<file path="src/rtl/input_accumulator.sv">
// Frame accumulator: sums PIX_W-bit samples and counts them between
// FrameStart and FrameEnd. On frame close it presents the sum and count, with a
// one-cycle StartOut strobe, to the divider-based averaging stage.
module input_accumulator #(
   parameter int PIX_W = 8,
   parameter int CNT_W = 20,
   parameter int SUM_W = 28
) (
   input  logic             clock,
   input  logic             reset_n,
   input  logic [PIX_W-1:0] PixelIn,
   input  logic             ValidIn,
   input  logic             FrameStart,
   input  logic             FrameEnd,
   output logic [SUM_W-1:0] DataOut,
   output logic [CNT_W-1:0] Divisor,
   output logic             StartOut,
   output logic             Overflow,
   output logic             FrameError
);

   localparam logic IDLE  = 1'b0;
   localparam logic ACCUM = 1'b1;

   localparam int              ACC_W   = 1 + SUM_W + CNT_W;
   localparam logic [CNT_W-1:0] CNT_MAX = '1;

   logic             state;
   logic [SUM_W-1:0] sum;
   logic [CNT_W-1:0] cnt;
   logic             ovf;

   logic             acc_drop;
   logic [SUM_W-1:0] acc_sum;
   logic [CNT_W-1:0] acc_cnt;
   logic [SUM_W-1:0] ld_sum;
   logic [CNT_W-1:0] ld_cnt;

   // Adds one sample to the running sum/count. When the count is already at
   // its maximum the sample is dropped and the drop bit (MSB) is raised; the
   // sum cannot wrap because SUM_W >= PIX_W + CNT_W.
   function automatic logic [ACC_W-1:0] sat_accum(
      input logic [SUM_W-1:0] s,
      input logic [CNT_W-1:0] c,
      input logic             v,
      input logic [PIX_W-1:0] p
   );
      if (!v) begin
         return {1'b0, s, c};
      end
      if (c == CNT_MAX) begin
         return {1'b1, s, c};
      end
      return {1'b0, s + SUM_W'(p), c + CNT_W'(1)};
   endfunction

   // Next-sample sum/count, and the load values used when a frame opens.
   always_comb begin
      {acc_drop, acc_sum, acc_cnt} = sat_accum(sum, cnt, ValidIn, PixelIn);
      ld_sum = ValidIn ? SUM_W'(PixelIn) : '0;
      ld_cnt = ValidIn ? CNT_W'(1) : '0;
   end

   // Frame FSM, accumulator, and registered outputs.
   always_ff @(posedge clock) begin
      if (!reset_n) begin
         state      <= IDLE;
         sum        <= '0;
         cnt        <= '0;
         ovf        <= 1'b0;
         DataOut    <= '0;
         Divisor    <= '0;
         StartOut   <= 1'b0;
         Overflow   <= 1'b0;
         FrameError <= 1'b0;
      end else begin
         StartOut   <= 1'b0;
         FrameError <= 1'b0;
         case (state)
            IDLE: begin
               // A close with no open frame is a protocol error.
               FrameError <= FrameEnd;
               if (FrameStart) begin
                  state <= ACCUM;
                  sum   <= ld_sum;
                  cnt   <= ld_cnt;
                  ovf   <= 1'b0;
               end
            end
            default: begin
               if (FrameEnd) begin
                  // The same-cycle sample belongs to the closing frame. An
                  // empty frame is never passed on, so the divider never sees
                  // a zero divisor.
                  if (acc_cnt == '0) begin
                     FrameError <= 1'b1;
                  end else begin
                     DataOut  <= acc_sum;
                     Divisor  <= acc_cnt;
                     Overflow <= ovf | acc_drop;
                     StartOut <= 1'b1;
                  end
                  if (FrameStart) begin
                     sum <= '0;
                     cnt <= '0;
                     ovf <= 1'b0;
                  end else begin
                     state <= IDLE;
                  end
               end else if (FrameStart) begin
                  // Restart without a close: drop the open frame.
                  FrameError <= 1'b1;
                  sum        <= ld_sum;
                  cnt        <= ld_cnt;
                  ovf        <= 1'b0;
               end else begin
                  sum <= acc_sum;
                  cnt <= acc_cnt;
                  ovf <= ovf | acc_drop;
               end
            end
         endcase
      end
   end

endmodule

</file>
<file path="config.mk">
export PLATFORM = sky130hd
export DESIGN_NAME = input_accumulator
export DESIGN_NICKNAME = d
export VERILOG_FILES = /design/src/rtl/input_accumulator.sv
export SDC_FILE = /design/constraint.sdc
export NUM_CORES = 1
export LEC_CHECK = 0
export BUFFER_PORTS_ARGS = -buffer_cell sky130_fd_sc_hd__buf_2
export CORE_MARGIN = 3
export CORE_UTILIZATION = 40
export CTS_BUF_LIST = sky130_fd_sc_hd__clkbuf_4 sky130_fd_sc_hd__clkbuf_8
export CTS_CLUSTER_DIAMETER = 120
export DETAILED_ROUTE_END_ITERATION = 16
export PLACE_DENSITY = 0.7
export SLEW_MARGIN = 20
export SYNTH_ARGS = -nofsm -noshare
export SYNTH_HDL_FRONTEND = slang
export SYNTH_SLANG_ARGS = --single-unit
</file>
<file path="constraint.sdc">
create_clock -name clock -period 2.55 [get_ports clock]
set_input_delay 0.255 -clock clock [delete_from_list [all_inputs] [get_ports clock]]
set_output_delay 0.255 -clock clock [all_outputs]
set_load 0.02 [all_outputs]
</file>
==> flow_summary.yaml, run 1 <==
critical_path:
  cp-startpoint: "cnt[0]$_SDFFE_PN0P_"
  slowest_stage: "or4b_4"
  r2r_cells: 12
  path_class: "flop to flop"
  crit_required_ns: 2.82
  worstPathArrival_ns: 3.37
  start_kind: "flop"
  r2r_start: "cnt[0]$_SDFFE_PN0P_"
  cp_slowest_stage_delay_ns: 0.65
  endpoint_kind: "flop"
  cp_cell_sequence: "ha_4, buf_6, nand4_1, or3_4, a21oi_2, a22oi_2, a2111o_1, buf_6, or4b_4, buf_12, nand4_1, o21ai_1"
  crit_fanout: 7
detailed_routing:
  vias: 5640
  avgViaCountPerCell: 5.56
  first_pass_iters: 5
  drc_errors: 0
  drt_first_iter_violations: 469
  routed_wl_um: 17200
  ant_nets: 0
  wl_per_cell_um: 16.9
logic_synthesis:
  syn_area_um2: 5560
  synth-seq-cells: 101
  syn_avg_cell_area_um2: 8.09
  async_flop_share_pct: 0
  syn-num-nets: 710
  synthFlopType: "dfxtp_1"
  synth_seq_area_share_pct: 36.4
  synth_edf_count: 0
  yosysUniqueCellTypes: 65
  ys_warn_count: 0
  syn_inst: 687
clock_network:
  holdBufCountCts: 0
  cts_tree: "done"
  numCtsBuffers: 9
  cts.clk_slew.worst_paths_ns: 0.10
  htreeDepth: 3
  root_buffer: "clkbuf_8"
  clock_latency_ns: 0.40
  clk_path_buf_depth: 2
  clkSinkCount: 101
floorplanning:
  start_util_pct: 41.5
  die_h_um: 124
  io-pin-count: 64
  core_area_um2: 13400
  die_area_um2: 15400
  rows: 42
  dieWidth_um: 124
pwr:
  sequentialPowerShare_pct: 50.6
  leakage_uw: 0.00313
  switching_share_pct: 29.3
  p_sw_uw: 944
  clockPowerShare_pct: 33.8
  powerDensity_nw_per_um2: 439
  ir_worst_vdd_v: 0.000274
  power.internal_uw: 2280
  p_comb_share_pct: 15.7
  power_uw: 3220
global_route:
  antenna_found_initial: 0
  grt_usage_pct: 22.8
  grt_overflow: 0
  grt_pass1_vias: 5203
  grt_pass1_wl_um: 27300
  grt_max_degree: 90
timing:
  fin_skew_ns: 0.0179
  fin_crit_sh_pct: 122
  fin_hold_ws_ns: 0.117
  worst_slew_pin_slew_ns: 0.654
  period_minus_slack_ns: 3.10
  slew_violations: 0
  setup-violations-final: 50
  max_freq_mhz: 322
  rsz0062_at_grt: "true"
  slew_headroom_pct: 56.4
  fin_ws_ns: -0.551
  hold_viol_final: 0
finish:
  final_common_cell: "buf_4"
  drive_gt1_share_pct: 31.8
  seq_area_um2: 2030
  final_cells: 1015
  fillers: 1223
  antenna_cells: 0
  fin_nets: 857
  multi_input_area_um2: 3500
  layout_common_cells: "buf_4, dfxtp_1, nand2_1"
  syn_to_final_growth_pct: 32.1
min_path:
  hp-start: "PixelIn[5]"
  hold_depth: 3
  hp-class: "input pin to flop"
flow_run:
  maxCapViolCount: 0
placed_design:
  place_congestion: 0.912
  dpl.cell_count: 973
  dp.final_hpwl_um: 11400
  io_buffers: 63
run_status:
  run_status: "complete, but fails checks"
  violations: "setup timing"
==> final cells by class <==
cell class / count / area share, %
Multi-Input combinational cell: 531 / 47.6
Sequential cell: 101 / 27.6
Timing Repair Buffer: 187 / 18.8
Tap cell: 176 / 3.00
Clock buffer: 9 / 1.69
Clock inverter: 7 / 1.07
Inverter: 4 / 0.204
==> path summary, 6_finish.rpt <==
check                        endpoint  slack [ns]
max          DataOut[24]$_SDFFE_PN0P_       -0.55
max reg2reg  DataOut[24]$_SDFFE_PN0P_       -0.55
min               sum[5]$_SDFFE_PN0P_        0.12
min reg2reg  DataOut[12]$_SDFFE_PN0P_        0.45
==> metal layers <==
layer	share of wire, %	GRT usage [%]	wire (um)
met1	46	32.0	7940
met2	44	34.2	7490
met3	7.5	4.00	1290
met4	2.8	10.3	486
met5	0	0	0
==> cell usage after synthesis (all sizes together) (5+ instances only) <==
cell      n  area share [%]
ha        9             2.0
mux2i    10             1.8
a31oi     5            0.56
o21a      5            0.68
and3     13             1.6
nand4    38             4.4
o211a    16             2.9
nor2     63             4.4
buf      30             3.2
and4      7             1.1
nor3     12             1.3
nand3    42             3.8
a21o      5            0.68
xnor2    31             4.9
a21oi    48             4.3
a211oi    8             1.1
o21ai    47             4.2
dfxtp   101              36
clkbuf   25             1.7
nand2    80             5.4
xor2     28             4.4
or3      13             1.6
o22ai     5            0.56
==> critical path, delay by kind of cell, from the launching register on <==
family	cells	cell delay [ns]
AOI/OAI and AO/OA	4	0.62
buffers and inverters	3	0.46
adders and majority gates	1	0.15
and+or+nand+nor	4	1.38
DFF	1	0.37
==> registers in the layout (all words and copies together) (netlist names) <==
register / count
state: 1
Divisor: 20
Overflow: 1
sum: 28
DataOut: 28
ovf: 1
StartOut: 1
FrameError: 1
cnt: 20
==> stage by stage <==
step / area [um2] / TNS [ns] / setup slack (ns) / util [%]
finish: 7350 / -22.74 / -0.551 / 54.8
global route: 7350 / -27.67 / -0.640 / 54.8
CTS: 7190 / -18.53 / -0.417 / 53.7
detailed placement: 6700 / -28.28 / -0.621 / 50.0
global placement: 6700 / -27.61 / -0.616 / 50.0
floorplan: 5650 / -2.49 / -0.125 / -
==> power by group through the flow <==
| stage | logic (uW) | clock network (uW) | registers, uW |
|---|---|---|---|
| after floorplan | 253 | 0 | 1680 |
| after global placement | 405 | 0 | 1660 |
| after detailed placement | 410 | 0 | 1660 |
| after CTS | 461 | 1100 | 1630 |
| after global routing | 541 | 1160 | 1630 |
| final | 505 | 1090 | 1630 |
==> cells by family after synthesis <==
| family | share of synthesized area, % |
|---|---|
| xor+xnor | 9.29 |
| flops | 36.4 |
| mux | 2.00 |
| compound gates | 18.4 |
| buf+inv | 5.20 |
| simple gates | 26.3 |
| fa+ha+maj | 2.39 |
==> what timing repair did <==
action,in CTS,in global routing
buffers inserted,15,4
cloned,5,2
setup endpoints to repair,50,59
pin swaps,14,8
resized for setup,25,20
(Power assumes the default switching activity.)
==> run 2, diff against run 1 <==
==> constraint.sdc (replaced) <==
create_clock -name clock -period 2.55 [get_ports clock]
set_input_delay 0.3825 -clock clock [delete_from_list [all_inputs] [get_ports clock]]
set_output_delay 0.3825 -clock clock [all_outputs]
set_load 0.02 [all_outputs]
==> run 2 against run 1 <==
  * The flow still finishes with violations (setup timing)
  * Die area did not move
  * First-iteration DRC count increased by 14%
  * Critical path depth fell by 1
  * Sequential share of layout area grew 0.42 points
  * Via count is 0.43% lower
  * Critical endpoint is now DataOut[2]$_SDFFE_PN0P_
  * Largest cell class unchanged
==> flow_summary.yaml, run 2 (synthesized netlist as in run 1, its figures left out) <==
timing:
  setup-violations-final: 50
  slew_violations: 0
  period_minus_slack_ns: 3.01
  worst_slew_pin_slew_ns: 0.710
  fin_crit_sh_pct: 118
  max_freq_mhz: 332
  fin_skew_ns: 0.0174
  setup_tns_ns: -20.30
  slew_headroom_pct: 52.5
  fin_ws_ns: -0.460
  hold_viol_final: 0
  fin_hold_ws_ns: 0.234
  rsz0062_at_grt: "true"
critical_path:
  cp-startpoint: "cnt[1]$_SDFFE_PN0P_"
  r2r_start: "cnt[1]$_SDFFE_PN0P_"
  start_kind: "flop"
  worstPathArrival_ns: 3.36
  path_class: "flop to flop"
  cp_cell_sequence: "ha_4, nand4_1, or3_4, a21oi_2, a22oi_1, a2111o_1, buf_4, or4b_4, buf_12, a21boi_1, o21a_1"
  crit_fanout: 13
  cp_num_buf_inv: 2
  crit_family: "simple AND/OR/NAND/NOR gates"
  crit_required_ns: 2.90
  slowest_stage: "or4b_4"
  endpoint_kind: "flop"
  cp_slowest_stage_delay_ns: 0.56
floorplanning:
  die_h_um: 124
  core_area_um2: 13400
  rows: 42
  io-pin-count: 64
  dieWidth_um: 124
  die_area_um2: 15400
  start_util_pct: 41.5
clock_network:
  clkSinkCount: 101
  clk_path_buf_depth: 2
  clock_latency_ns: 0.41
  numCtsBuffers: 9
  cts.clk_slew.worst_paths_ns: 0.10
  root_buffer: "clkbuf_8"
  holdBufCountCts: 0
  cts_tree: "done"
  htreeDepth: 3
finish:
  antenna_cells: 0
  reg_top3: "DataOut x28, sum x28"
  final_common_cell: "buf_4"
  multi_input_area_um2: 3490
  layout_common_cells: "buf_4, dfxtp_1, nand2_1"
  seq_area_um2: 2030
  fin_nets: 852
  drive_gt1_share_pct: 30.3
  syn_to_final_growth_pct: 30.0
  fillers: 1260
placed_design:
  place_congestion: 0.925
  io_buffers: 63
  dp.final_hpwl_um: 11600
detailed_routing:
  wl_per_cell_um: 17.1
  drc_errors: 0
  vias: 5616
  drt_first_iter_violations: 535
  avgViaCountPerCell: 5.56
  routed_wl_um: 17200
  first_pass_iters: 5
  ant_nets: 0
min_path:
  hp-class: "input pin to flop"
  hp-start: "PixelIn[5]"
pwr:
  powerDensity_nw_per_um2: 450
  ir_worst_vdd_v: 0.000279
  leakage_uw: 0.00307
global_route:
  antenna_found_initial: 0
  grt_max_degree: 35
  grt_overflow: 0
  grt_pass1_wl_um: 27000
  grt_usage_pct: 22.6
  grt_pass1_vias: 5194
run_status:
  run_status: "complete, but fails checks"
  violations: "setup timing"
flow_run:
  maxCapViolCount: 0
-- run 2: changes by cell type in the layout (fill, tap and decap cells not counted), sizes merged --
cell,change
buf,-6
clkbuf,+1
clkinvlp,-2
inv,+1
nor2,+1
-- run 2: timing repair --
item / CTS / global route
cloned: 4 / 2
resized for setup: 11 / 28
endpoints found under the setup margin: 51 / 56
pin swaps: 5 / 15
setup buffers: 3 / 12
-- run 2: per-stage QoR --
step           setup slack [ns]  total power, uW  instances  area [um2]  utilization (%)
2_1_floorplan            -0.125             1930        687        5650                -
3_3_place_gp             -0.544             2080        974        6680             49.9
3_5_place_dp             -0.627             2090        974        6680             49.9
4_1_cts                  -0.416             3230        997        6990             52.2
5_1_grt                  -0.534             3380       1010        7230             53.9
6_report                 -0.460             3250       1010        7230             53.9
-- run 2: layer usage --
| layer | vias to the layer above | track usage (%) | share of wire (%) | wire length [um] |
|---|---|---|---|---|
| met5 | - | 0 | 0 | 0 |
| met4 | 0 | 7.87 | 1.9 | 333 |
| met3 | 23 | 4.45 | 7.0 | 1200 |
| met2 | 190 | 35.2 | 45 | 7730 |
| met1 | 2649 | 31.2 | 46 | 7980 |
| li1 | 2754 | - | - | - |
-- run 2: where the power goes --
part           total [uW]  internal (uW)  switching [uW]
combinational         494            200             294
sequential           1630           1610            22.6
clock                1130            485             640
-- run 2: tightest hold or removal path, stage by stage --
cell	delay (ns)
buf_2	0.11
nand2_1	0.05
a21oi_1	0.05
-- run 2: layout make-up --
class,instances,share of cell area [%]
Timing Repair Buffer,181,17.5
Clock buffer,10,1.82
Clock inverter,6,1.06
Sequential cell,101,28.1
Tap cell,176,3.05
Multi-Input combinational cell,532,48.3
Inverter,4,0.208
-- run 2: worst paths after layout --
check | to | cells after the start | slack (ns)
hold reg to reg | DataOut[21]$_SDFFE_PN0P_ | 2 | 0.45
setup reg to reg | DataOut[2]$_SDFFE_PN0P_ | 11 | -0.46
setup / recovery | DataOut[2]$_SDFFE_PN0P_ | 11 | -0.46
hold / removal | sum[5]$_SDFFE_PN0P_ | 3 | 0.23
